$ cat src/rtl/mediana_pkg.sv
// mediana_pkg: shared definitions for the 3x3 median frame sequencer.
//   state_e        controller FSM states
//   NTAPS          taps per neighbourhood (3x3)
//   TAP_DR/TAP_DC  row/column offset of tap k, row-major from top-left
//   clamp_idx      edge-replicate clamp of a coordinate into [0, hi]
package mediana_pkg;

  localparam int unsigned NTAPS = 9;

  typedef enum logic [2:0] {
    ST_IDLE,
    ST_FETCH,
    ST_WAIT,
    ST_COMPUTE,
    ST_WRITE,
    ST_DONE
  } state_e;

  localparam int TAP_DR [NTAPS] = '{-1, -1, -1, 0, 0, 0, 1, 1, 1};
  localparam int TAP_DC [NTAPS] = '{-1, 0, 1, -1, 0, 1, -1, 0, 1};

  function automatic int clamp_idx(input int v, input int hi);
    if (v < 0) return 0;
    if (v > hi) return hi;
    return v;
  endfunction

endpackage

$ cat src/rtl/median9.sv
// median9: combinational median of nine unsigned pixels (5th smallest,
// duplicates counted) using a 19-stage compare-exchange network.
//   pix_i  nine pixels packed, tap k at bits [k*PIX_W +: PIX_W]
//   med_o  median value
module median9
  import mediana_pkg::*;
#(
  parameter int PIX_W = 8
) (
  input  logic [NTAPS*PIX_W-1:0] pix_i,
  output logic [PIX_W-1:0]       med_o
);

  localparam int unsigned NCE = 19;
  // Pruned network: only exchanges that can influence the middle element.
  localparam int unsigned CE_A [NCE] = '{1, 4, 7, 0, 3, 6, 1, 4, 7, 0, 5, 4, 3, 1, 2, 4, 4, 6, 4};
  localparam int unsigned CE_B [NCE] = '{2, 5, 8, 1, 4, 7, 2, 5, 8, 3, 8, 7, 6, 4, 5, 7, 2, 4, 2};

  always_comb begin : sort
    logic [PIX_W-1:0] p [NTAPS];
    logic [PIX_W-1:0] t;
    t = '0;
    for (int unsigned i = 0; i < NTAPS; i++) p[i] = pix_i[i*PIX_W +: PIX_W];
    for (int unsigned s = 0; s < NCE; s++) begin
      if (p[CE_A[s]] > p[CE_B[s]]) begin
        t          = p[CE_A[s]];
        p[CE_A[s]] = p[CE_B[s]];
        p[CE_B[s]] = t;
      end
    end
    med_o = p[4];
  end

endmodule

$ cat src/rtl/mediana_ctrl.sv
// mediana_ctrl: raster-scan sequencer feeding one shared median9 unit.
// For each pixel it reads the 3x3 edge-clamped neighbourhood from a
// synchronous-read frame RAM (one tap per cycle), registers the median and
// writes it out through a valid/ready port.
//   clk, rst_n           clock, async active-low reset
//   start, abort         frame start (IDLE only) / cancel
//   busy, done           frame in progress / one-cycle completion pulse
//   rd_en/rd_addr/rd_data  frame RAM read port (data one cycle after rd_en)
//   wr_en/wr_addr/wr_data/wr_ready  result write port
module mediana_ctrl
  import mediana_pkg::*;
#(
  parameter int WIDTH  = 100,
  parameter int HEIGHT = 100,
  parameter int PIX_W  = 8,
  parameter int ADDR_W = 14
) (
  input  logic              clk,
  input  logic              rst_n,
  input  logic              start,
  input  logic              abort,
  output logic              busy,
  output logic              done,
  output logic              rd_en,
  output logic [ADDR_W-1:0] rd_addr,
  input  logic [PIX_W-1:0]  rd_data,
  output logic              wr_en,
  output logic [ADDR_W-1:0] wr_addr,
  output logic [PIX_W-1:0]  wr_data,
  input  logic              wr_ready
);

  localparam int ROW_W = (HEIGHT > 1) ? $clog2(HEIGHT) : 1;
  localparam int COL_W = (WIDTH > 1) ? $clog2(WIDTH) : 1;
  localparam int K_W   = $clog2(NTAPS);

  state_e             state_q, state_d;
  logic [ROW_W-1:0]   r_q, r_d;
  logic [COL_W-1:0]   c_q, c_d;
  logic [K_W-1:0]     k_q, k_d;
  logic [PIX_W-1:0]   win_q [NTAPS];
  logic [PIX_W-1:0]   win_d [NTAPS];
  logic [PIX_W-1:0]   wr_data_q, wr_data_d;
  logic [NTAPS*PIX_W-1:0] win_flat;
  logic [PIX_W-1:0]   med;
  logic               last_col, last_pix, kill;
  int                 rr, cc;

  assign last_col = (c_q == COL_W'(WIDTH - 1));
  assign last_pix = last_col && (r_q == ROW_W'(HEIGHT - 1));
  assign kill     = abort && (state_q != ST_IDLE);

  always_comb begin
    win_flat = '0;
    for (int unsigned i = 0; i < NTAPS; i++) win_flat[i*PIX_W +: PIX_W] = win_q[i];
  end

  median9 #(.PIX_W(PIX_W)) u_median9 (
    .pix_i (win_flat),
    .med_o (med)
  );

  // State register
  always_ff @(posedge clk or negedge rst_n) begin
    if (!rst_n) state_q <= ST_IDLE;
    else        state_q <= state_d;
  end

  // Next-state logic; abort overrides every other transition
  always_comb begin
    state_d = state_q;
    case (state_q)
      ST_IDLE:    if (start) state_d = ST_FETCH;
      ST_FETCH:   if (k_q == K_W'(NTAPS - 1)) state_d = ST_WAIT;
      ST_WAIT:    state_d = ST_COMPUTE;
      ST_COMPUTE: state_d = ST_WRITE;
      ST_WRITE:   if (wr_ready) state_d = last_pix ? ST_DONE : ST_FETCH;
      ST_DONE:    state_d = ST_IDLE;
      default:    state_d = ST_IDLE;
    endcase
    if (kill) state_d = ST_IDLE;
  end

  // Output logic
  always_comb begin
    busy    = 1'b0;
    done    = 1'b0;
    rd_en   = 1'b0;
    wr_en   = 1'b0;
    rd_addr = '0;
    rr      = clamp_idx(int'(r_q) + TAP_DR[k_q], HEIGHT - 1);
    cc      = clamp_idx(int'(c_q) + TAP_DC[k_q], WIDTH - 1);
    case (state_q)
      ST_FETCH: begin
        busy    = 1'b1;
        rd_en   = 1'b1;
        rd_addr = ADDR_W'(rr * WIDTH + cc);
      end
      ST_WAIT, ST_COMPUTE: busy = 1'b1;
      ST_WRITE: begin
        busy  = 1'b1;
        wr_en = 1'b1;
      end
      ST_DONE: done = 1'b1;
      default: ;
    endcase
  end

  assign wr_addr = ADDR_W'(int'(r_q) * WIDTH + int'(c_q));
  assign wr_data = wr_data_q;

  // Datapath next state: tap k's read data lands while k+1 is being issued,
  // so the window slot written lags the tap counter by one.
  always_comb begin
    r_d       = r_q;
    c_d       = c_q;
    k_d       = k_q;
    wr_data_d = wr_data_q;
    for (int unsigned i = 0; i < NTAPS; i++) win_d[i] = win_q[i];
    case (state_q)
      ST_IDLE: if (start) begin
        r_d = '0;
        c_d = '0;
        k_d = '0;
      end
      ST_FETCH: begin
        if (k_q != '0) win_d[k_q - K_W'(1)] = rd_data;
        k_d = (k_q == K_W'(NTAPS - 1)) ? '0 : k_q + K_W'(1);
      end
      ST_WAIT:    win_d[NTAPS-1] = rd_data;
      ST_COMPUTE: wr_data_d = med;
      ST_WRITE: if (wr_ready) begin
        if (last_pix) begin
          r_d = '0;
          c_d = '0;
        end else if (last_col) begin
          c_d = '0;
          r_d = r_q + ROW_W'(1);
        end else begin
          c_d = c_q + COL_W'(1);
        end
      end
      default: ;
    endcase
    if (kill) begin
      r_d = '0;
      c_d = '0;
      k_d = '0;
    end
  end

  always_ff @(posedge clk or negedge rst_n) begin
    if (!rst_n) begin
      r_q       <= '0;
      c_q       <= '0;
      k_q       <= '0;
      wr_data_q <= '0;
      for (int unsigned i = 0; i < NTAPS; i++) win_q[i] <= '0;
    end else begin
      r_q       <= r_d;
      c_q       <= c_d;
      k_q       <= k_d;
      wr_data_q <= wr_data_d;
      for (int unsigned i = 0; i < NTAPS; i++) win_q[i] <= win_d[i];
    end
  end

endmodule
$ cat config.mk
export PLATFORM = sky130hd
export DESIGN_NAME = mediana_ctrl
export DESIGN_NICKNAME = d
export VERILOG_FILES = /design/src/rtl/mediana_pkg.sv /design/src/rtl/median9.sv /design/src/rtl/mediana_ctrl.sv
export SDC_FILE = /design/constraint.sdc
export NUM_CORES = 1
export LEC_CHECK = 0
export CAP_MARGIN = 10
export CORE_ASPECT_RATIO = 2
export CORE_MARGIN = 4
export CORE_UTILIZATION = 35
export CTS_CLUSTER_SIZE = 12
export DETAILED_ROUTE_END_ITERATION = 16
export PLACE_DENSITY = 0.5
export SLEW_MARGIN = 10
export SYNTH_ARGS = -nofsm -noshare
export SYNTH_HDL_FRONTEND = slang
export SYNTH_SLANG_ARGS = --single-unit
$ cat constraint.sdc
create_clock -name clk -period 17.47 [get_ports clk]
set_clock_uncertainty 0.1 [all_clocks]
set_input_delay 5.241 -clock clk [delete_from_list [all_inputs] [get_ports clk]]
set_output_delay 5.241 -clock clk [all_outputs]
set_load 0.01 [all_outputs]
==> results.cfg, run 1 <==
[critical_path]
crit_arrival_ps = 16490
crit_top_cell = a21oi_1
cp_max_fo = 15
endpoint_kind = register
start_kind = register
path_class = reg -> reg
crit_path_top_delay_cell = a211oi_1
critical-path-max-stage-delay_ps = 630
worst-endpoint-required_ps = 17630
reg2regPathDepth = 84

[worst_hold_path]
holdPathStages = 2
min_path_type = reg -> reg

[yosys]
syn_avg_cell_area_um2 = 8.161
ys_async_sr_fraction_pct = 100.0
syn_area_um2 = 14260
synthFlopType = dfrtp_1
synth_cell_types = 80
yosysWarnings = 0
synth_seq_area_share_pct = 17.72
ys_ff_latch = 101
synth_cells = 1748
synth_edf_count = 0

[routing]
via_per_inst = 5.373
dr.first_iter.drc_count = 391
drcViolationCount = 0
vias = 12530
dr.pass1.iters = 4
ant_nets = 0
wl_mm = 44.79
routedWlPerCell_um = 19.21

[clock_network]
clock-sinks = 101
root_buffer = clkbuf_16
numCtsBuffers = 9
clock_path_buffers = 2
cts_max_level = 3
clock_latency_ps = 380
hold_buffers = 0
cts_tree = done
clk_pin_slew_ps = 80

[timing]
worstMarginPinSlew_ps = 1032
max_freq_mhz = 61.22
setup_violations = 0
slew_violations = 0
finalCritPeriodShare_pct = 93.50
finalHoldViolations = 0
holdWs_ps = 405.5
fin_ws_ps = 1136
slew_headroom_pct = 31.22
period_needed_ps = 16330

[cells_and_area]
final_cell_mix = ha_1 (258), inv_1 (195), nor2_1 (136), a21oi_1 (131), o21ai_0 (124)
antenna_cells = 0
area_growth_pct = 11.56
drive_above_1_share_pct = 9.656
finish.net_count = 2081
layout_commonest_cell = ha_1

[grt]
antenna_found_initial = 0
grtUsageTotal_pct = 20.60
grt_pass1_vias = 12830
grt_pass1_wl_mm = 70.08
grt_max_degree = 54
grt_overflow_total = 0

[place]
place_ws_ps = 349.3
gp_congestion = 0.9352
dp_hpwl_mm = 38.06
io_buffers = 52

[die]
rows = 104
fp.coreArea_um2 = 40340
die_h_um = 293.5
start_util_pct = 35.36
dieArea_um2 = 44250
ioPinCount = 53
die_w_um = 150.8

[run]
maxCapViolCount = 0

[outcome]
status = finished clean
## stage by stage
| step | std cells | util, % | instance area [um^2] | TNS, ps |
|---|---|---|---|---|
| CTS | 2324 | 39.07 | 15760 | 0 |
| global placement | 2308 | 38.33 | 15460 | 0 |
| global route | 2332 | 39.45 | 15910 | -4.260 |
| detailed placement | 2308 | 38.33 | 15460 | 0 |
| finish | 2332 | 39.45 | 15910 | 0 |
| floorplan | 1757 | - | 14300 | 0 |
## worst max-delay path, delay by kind of cell, from the launching register on
family                     cells  cell delay, ps
AOI/OAI and AO/OA             44            7680
adders and majority gates      9            2570
buffers and inverters         11            1450
muxes                          4            1320
DFF                            1             430
and+or+nand+nor               16            2610
## synthesized netlist by cell type (7+ instances only)
master	instances	area (um^2)
ha_1	258	3228
dfrtp_1	101	2527
a211oi_1	10	75.07
o21ai_1	13	65.06
xnor2_1	41	359.1
o21bai_1	23	172.7
a21o_1	40	300.3
nand4_1	25	156.4
a2bb2oi_1	7	61.31
o21ai_0	125	625.6
nand2_1	106	397.9
nor2_1	137	514.2
a21oi_1	134	670.6
and2_1	8	50.05
or2_2	7	43.79
inv_1	195	732.0
nand3_1	38	190.2
fa_1	13	260.3
nor3_1	17	85.08
nand2b_1	21	131.4
buf_1	7	26.28
mux2i_1	110	1101
clkbuf_1	43	161.4
nor2b_1	28	175.2
mux2_2	67	754.5
xor2_1	11	96.34
and3_1	28	175.2
o21a_1	21	157.7
## final timing paths
| path | from | to | slack (ps) |
|---|---|---|---|
| max in group asynchronous | rst_n | wr_data[7] | 11270 |
| max reg2reg | win_flat[65] | wr_data[2] | 1140 |
| min reg2reg | wr_data[3] | wr_data[3] | 410 |
| min in group asynchronous | rst_n | r_q[2] | 4820 |
| min | wr_data[3] | wr_data[3] | 410 |
| max | win_flat[65] | wr_data[2] | 1140 |
## kinds of logic after synthesis
family / Yosys count / share of synthesized area (%)
and+or+nand+nor: 445 / 15.08
muxes: 179 / 13.22
AOI/OAI and AO/OA: 442 / 19.37
xor gates and xnor gates: 52 / 3.193
adders and majority gates: 271 / 24.45
buffers and inverters: 256 / 6.920
DFF: 101 / 17.72
other: 2 / 0.05265
## layout make-up
cell class,count,area (um^2)
Clock inverter,7,73.82
Timing Repair Buffer,88,800.8
Fill cell,4238,24420
Inverter,196,735.7
Sequential cell,101,2527
Tap cell,530,663.1
Clock buffer,9,225.2
Multi-Input combinational cell,1401,10890
## flip-flops by register name, summed over array words and instances (netlist names)
name / count
c_q: 7
k_q: 4
r_q: 7
state_q: 3
win_flat: 72
wr_data: 8
## timing repair
item | CTS | global route
endpoints found under the setup margin | 0 | 8
gates resized for setup | 0 | 20
setup buffers | 0 | 7
endpoints found under the hold margin | 0 | 0
## metal layers
layer | up-vias | share of wire, % | global-route usage, %
li1 | 6269 | - | -
met1 | 5976 | 33 | 18.86
met2 | 194 | 58 | 41.82
met3 | 90 | 1.8 | 1.960
met4 | 0 | 6.7 | 12.29
met5 | - | 0 | 0
Power of run 1 is left out: the tool's default activity adds up to more than one toggle a clock period on the data nets, which glitch-free logic cannot reach.
==> inputs of run 2 (changes only) <==
--- a/config.mk
+++ b/config.mk
@@ -7,7 +7,7 @@
 export LEC_CHECK = 0
 export CAP_MARGIN = 10
 export CORE_ASPECT_RATIO = 2
-export CORE_MARGIN = 4
+export CORE_MARGIN = 3
 export CORE_UTILIZATION = 35
 export CTS_CLUSTER_SIZE = 12
 export DETAILED_ROUTE_END_ITERATION = 16
@@ -15,4 +15,5 @@
 export SLEW_MARGIN = 10
 export SYNTH_ARGS = -nofsm -noshare
 export SYNTH_HDL_FRONTEND = slang
+export SYNTH_HIERARCHICAL = 1
 export SYNTH_SLANG_ARGS = --single-unit
==> run 2 against run 1 <==
Effect of this change:
- wire length rose by 1.1%
- via count up 2.8%
- count of clock-buffer cells in the layout up 1
- flip-flop and latch count did not move
- critical path depth increased by 4
- global-route usage rose by 0.20 points
- worst hold slack better by 3.7 ps
- worst setup slack better by 150 ps
- design area rose by 1.2%
- synthesized cell count decreased by 0.46%
- largest cell class unchanged
==> results.cfg, run 2 <==
[critical_path]
crit_buf_inv = 10
worst-endpoint-required_ps = 17650
path_class = reg -> reg
crit_path_top_delay_cell = dfrtp_1
start_kind = register
critical-path-max-stage-delay_ps = 400
endpoint_kind = register
crit_arrival_ps = 16370
crit_family = compound AO/OA/AOI/OAI gates
cp_max_fo = 11

[timing]
setup_violations = 0
finalHoldViolations = 0
max_freq_mhz = 61.77
slew_violations = 0
period_needed_ps = 16190
worstMarginPinSlew_ps = 1147
slew_headroom_pct = 22.86
finalCritPeriodShare_pct = 92.66

[routing]
via_per_inst = 5.519
drcViolationCount = 0
ant_nets = 0
vias = 12880
wl_mm = 45.29
dr.pass1.iters = 6
routedWlPerCell_um = 19.40
dr.first_iter.drc_count = 472

[cells_and_area]
antenna_cells = 0
layout_commonest_cell = ha_1
final_cells = 2334
fillCellCount = 4193
largest_reg_flops = 72
multi_input_area_um2 = 11080
drive_above_1_share_pct = 11.70
fin_util_pct = 39.92
final_area_um2 = 16100
area_growth_pct = 12.09
finish.net_count = 2073
final_cell_mix = ha_1 (249), inv_1 (165), nand2_1 (136), o21ai_0 (131), nor2_1 (111)
seq_area_um2 = 2527

[place]
place_inst = 2304
placed_area_um2 = 15570
gp_congestion = 0.9069
dp_hpwl_mm = 38.55
io_buffers = 52

[clock_network]
clock_path_buffers = 2
clock-sinks = 101
root_buffer = clkbuf_16
numCtsBuffers = 9
cts_max_level = 3
clock_latency_ps = 390
clk_pin_slew_ps = 100
cts_tree = done
hold_buffers = 0

[yosys]
synthFlopType = dfrtp_1
ys_async_sr_fraction_pct = 100.0
synth.area.top_cells = ha_1 (22%), dfrtp_1 (18%), mux2_2 (7.8%)
synth_cells = 1740
syn_area_um2 = 14370
synth_edf_count = 0
synth_cell_types = 85
synth_common_cells = ha_1 (249), inv_1 (165), o21ai_0 (140)
synth_top_area_cell = ha_1
yosysWarnings = 6
yosysMostFrequentCell = ha_1
ys_ff_latch = 101
yosys.area.top_type_share_pct = 21.69
synth_seq_area_share_pct = 17.59
syn_avg_cell_area_um2 = 8.256

[die]
fp.coreArea_um2 = 40340
dieArea_um2 = 43660
rows = 104
die_h_um = 292.5
ioPinCount = 53
start_util_pct = 35.61
die_w_um = 149.3

[grt]
grt_pass1_wl_mm = 71.17
grt_pass1_vias = 13240
grtUsageTotal_pct = 20.80
antenna_found_initial = 0
grt_max_degree = 64
grt_overflow_total = 0

[run]
maxCapViolCount = 0

[worst_hold_path]
min_path_type = reg -> reg

[outcome]
status = finished clean
==> run 2: cell type report <==
class / instances / area share (%)
timing repair buffer: 96 / 5.346
sequential: 101 / 15.70
inverter: 166 / 3.870
multi-input combinational: 1425 / 68.84
tap: 530 / 4.118
clock buffer: 10 / 1.484
clock inverter: 6 / 0.6450
==> run 2: final timing paths <==
kind / from / end / slack [ps] / cells after the start
min: win_flat[43] / win_flat[43] / 410 / 1
max: win_flat[69] / wr_data[2] / 1280 / 88
min in group asynchronous: rst_n / win_flat[53] / 4740 / 1
min reg2reg: win_flat[43] / win_flat[43] / 410 / 1
max in group asynchronous: rst_n / win_flat[40] / 11240 / 2
max reg2reg: win_flat[69] / wr_data[2] / 1280 / 88
==> run 2: logic make-up (layout without fill, tap and decap cells) <==
family	count (synthesis)	count (layout)	share of synthesized area, %
other cells	1	11	0.02611
flops	101	101	17.59
fa+ha+maj	262	262	23.43
simple gates	484	484	16.77
xor+xnor	44	44	2.778
compound gates	433	435	18.88
buf+inv	226	278	6.393
mux	189	189	14.13
==> run 2: layer usage <==
metal | track usage [%] | vias up | part of all wire [%]
met5 | 0 | - | 0
met4 | 13.97 | 0 | 7.8
met3 | 1.687 | 124 | 1.7
met2 | 42.77 | 258 | 58
met1 | 18.27 | 6128 | 32
li1 | - | 6372 | -
==> run 2: repair_timing <==
item                                    4_1_cts  5_1_grt
setup buffers                                 0       12
endpoints found under the setup margin        1        8
gates resized for setup                       1       27
gates cloned                                  0        2
pin swaps                                     0        4
hold endpoints to repair                      0        0
==> run 2: through the flow <==
step | hold slack, ps | setup WS [ps] | TNS, ps
3_5_place_dp | 396.0 | 56.11 | 0
4_1_cts | 412.7 | 91.75 | 0
5_1_grt | 428.9 | -13.55 | -18.97
2_1_floorplan | 380.6 | 642.3 | 0
6_report | 409.2 | 1282 | 0
3_3_place_gp | 387.8 | 409.8 | 0
Power of run 2 is left out for the same reason.
==> inputs of run 3 (changes only) <==
--- a/config.mk
+++ b/config.mk
@@ -5,9 +5,9 @@
 export SDC_FILE = /design/constraint.sdc
 export NUM_CORES = 1
 export LEC_CHECK = 0
+export ABC_CLOCK_PERIOD_IN_PS = 17470
 export CAP_MARGIN = 10
 export CORE_ASPECT_RATIO = 2
-export CORE_MARGIN = 3
 export CORE_UTILIZATION = 35
 export CTS_CLUSTER_SIZE = 12
 export DETAILED_ROUTE_END_ITERATION = 16
==> run 3 against run 2 <==
Effect of this change:
- critical path depth fell by 2
- cell count fell by 0.34%
- register-to-register slack improved by 60 ps
- fmax rose by 0.38%
- non-clock buffer count fell by 8
- first-iteration DRC count fell by 11%
- die area fell by 4.0%
- flip-flop and latch count did not move
- global-route usage rose by 0.85 points
- core utilization fell by 0.24 points
- count of clock-buffer cells in the layout fell by 1
- critical endpoint is now wr_data[3]
==> results.cfg, run 3 (same netlist as run 2, synthesis figures left out) <==
[grt]
grt_pass1_wl_mm = 69.55
antenna_found_initial = 0
grt_overflow_total = 0
grt_pass1_vias = 13000
grt_max_degree = 71
grtUsageTotal_pct = 21.64

[critical_path]
regToRegStartpoint = win_flat[61]
r2r_setup_slack_ps = 1340
crit_path_top_delay_cell = dfrtp_1
path_class = reg -> reg
r2r_end = wr_data[3]
crit_arrival_ps = 16320
reg2regPathDepth = 86
start_kind = register
critical-path-max-stage-delay_ps = 420
endpoint_kind = register
cp_max_fo = 17
worst-endpoint-required_ps = 17660

[die]
die_h_um = 288.5
start_util_pct = 35.61
die_w_um = 145.3
dieArea_um2 = 41910
rows = 104
ioPinCount = 53
fp.coreArea_um2 = 40340

[routing]
dr.first_iter.drc_count = 418
vias = 12770
ant_nets = 0
wl_met3_um = 721
routedWlPerCell_um = 19.37
routed.top_layer = met4
met2WireLength_mm = 26.50
met1_length_mm = 14.63
wl_mm = 45.05
via_per_inst = 5.488
drcViolationCount = 0
dr.pass1.iters = 4

[place]
io_buffers = 52
place_ws_ps = -24.01
dp_hpwl_mm = 38.57
gp_congestion = 0.9800

[cells_and_area]
fillCellCount = 4221
largest_reg_flops = 72
final_cell_mix = ha_1 (249), inv_1 (165), nand2_1 (136), o21ai_0 (128), nor2_1 (111)
drive_above_1_share_pct = 11.36
multi_input_area_um2 = 11110
fin_util_pct = 39.68
finish.net_count = 2065
area_growth_pct = 11.42
seq_area_um2 = 2527
antenna_cells = 0
layout_commonest_cell = ha_1

[timing]
max_freq_mhz = 62.01
finalHoldViolations = 0
slew_violations = 0
final.setup.tns_ps = 0
worstMarginPinSlew_ps = 1077
slew_headroom_pct = 27.54
fin_ws_ps = 1344
finalCritPeriodShare_pct = 92.31
period_needed_ps = 16130
setup_violations = 0

[outcome]
status = finished clean

[clock_network]
clock-sinks = 101
cts_max_level = 3
hold_buffers = 0
root_buffer = clkbuf_16
cts_tree = done
clk_pin_slew_ps = 100
clock_latency_ps = 370
numCtsBuffers = 9
clock_path_buffers = 2

[worst_hold_path]
min_path_type = reg -> reg
holdPathStages = 1
hold_end = win_flat[46]
hold_path.startpoint = win_flat[46]

[run]
maxCapViolCount = 0
[run 3: cell count changes in the layout (fill, tap and decap cells not counted), moves of 2 or more]
cell       change
o21ai_2        +3
buf_4          -7
inv_6          +2
o21a_2         -2
bufinv_16      -2
o21ai_0        -3
[run 3: how the worst max path moves through the flow]
stage,start,to,cells past startpoint
after floorplan,win_flat[37],wr_data[1],99
after detailed placement,win_flat[61],wr_data[3],81
after global placement,win_flat[61],wr_data[3],80
after CTS,win_flat[61],wr_data[3],81
after global routing,win_flat[70],wr_data[1],89
final,win_flat[61],wr_data[3],86
[run 3: what timing repair did]
| action | 4_1_cts | 5_1_grt |
|---|---|---|
| cloned | 0 | 2 |
| resized for setup | 2 | 31 |
| hold endpoints to repair | 0 | 0 |
| pin swaps | 0 | 5 |
| endpoints found under the setup margin | 7 | 8 |
| buffers inserted | 0 | 8 |
[run 3: area by class of cell]
cell class | count | area share, %
clock inverters | 7 | 0.4534
well taps | 530 | 4.143
flip-flops and latches | 101 | 15.79
inverters | 166 | 3.893
multi-input cells | 1425 | 69.39
repair buffers | 88 | 4.925
clock buffers | 9 | 1.407
[run 3: critical path, delay by kind of cell, from the launching register on]
family / cells / cell delay, ps
DFF: 1 / 420
adders and majority gates: 9 / 2590
buffers and inverters: 8 / 1450
AOI/OAI and AO/OA: 40 / 6670
and+or+nand+nor: 24 / 3510
muxes: 5 / 1240
[run 3: layer usage]
| metal | track usage, % | vias to the layer above |
|---|---|---|
| met4 | 15.87 | 0 |
| met1 | 17.98 | 6089 |
| met2 | 46.23 | 212 |
| met5 | 0 | - |
| li1 | - | 6355 |
| met3 | 1.738 | 109 |
[run 3: per-stage QoR]
| step | instances | cell area [um^2] | hold WS, ps |
|---|---|---|---|
| final | 2326 | 16010 | 411.6 |
| after CTS | 2316 | 15830 | 416.3 |
| after floorplan | 1750 | 14400 | 380.6 |
| after global routing | 2326 | 16010 | 432.0 |
| after detailed placement | 2300 | 15530 | 393.1 |
| after global placement | 2300 | 15530 | 390.9 |
Power of run 3 is left out for the same reason.
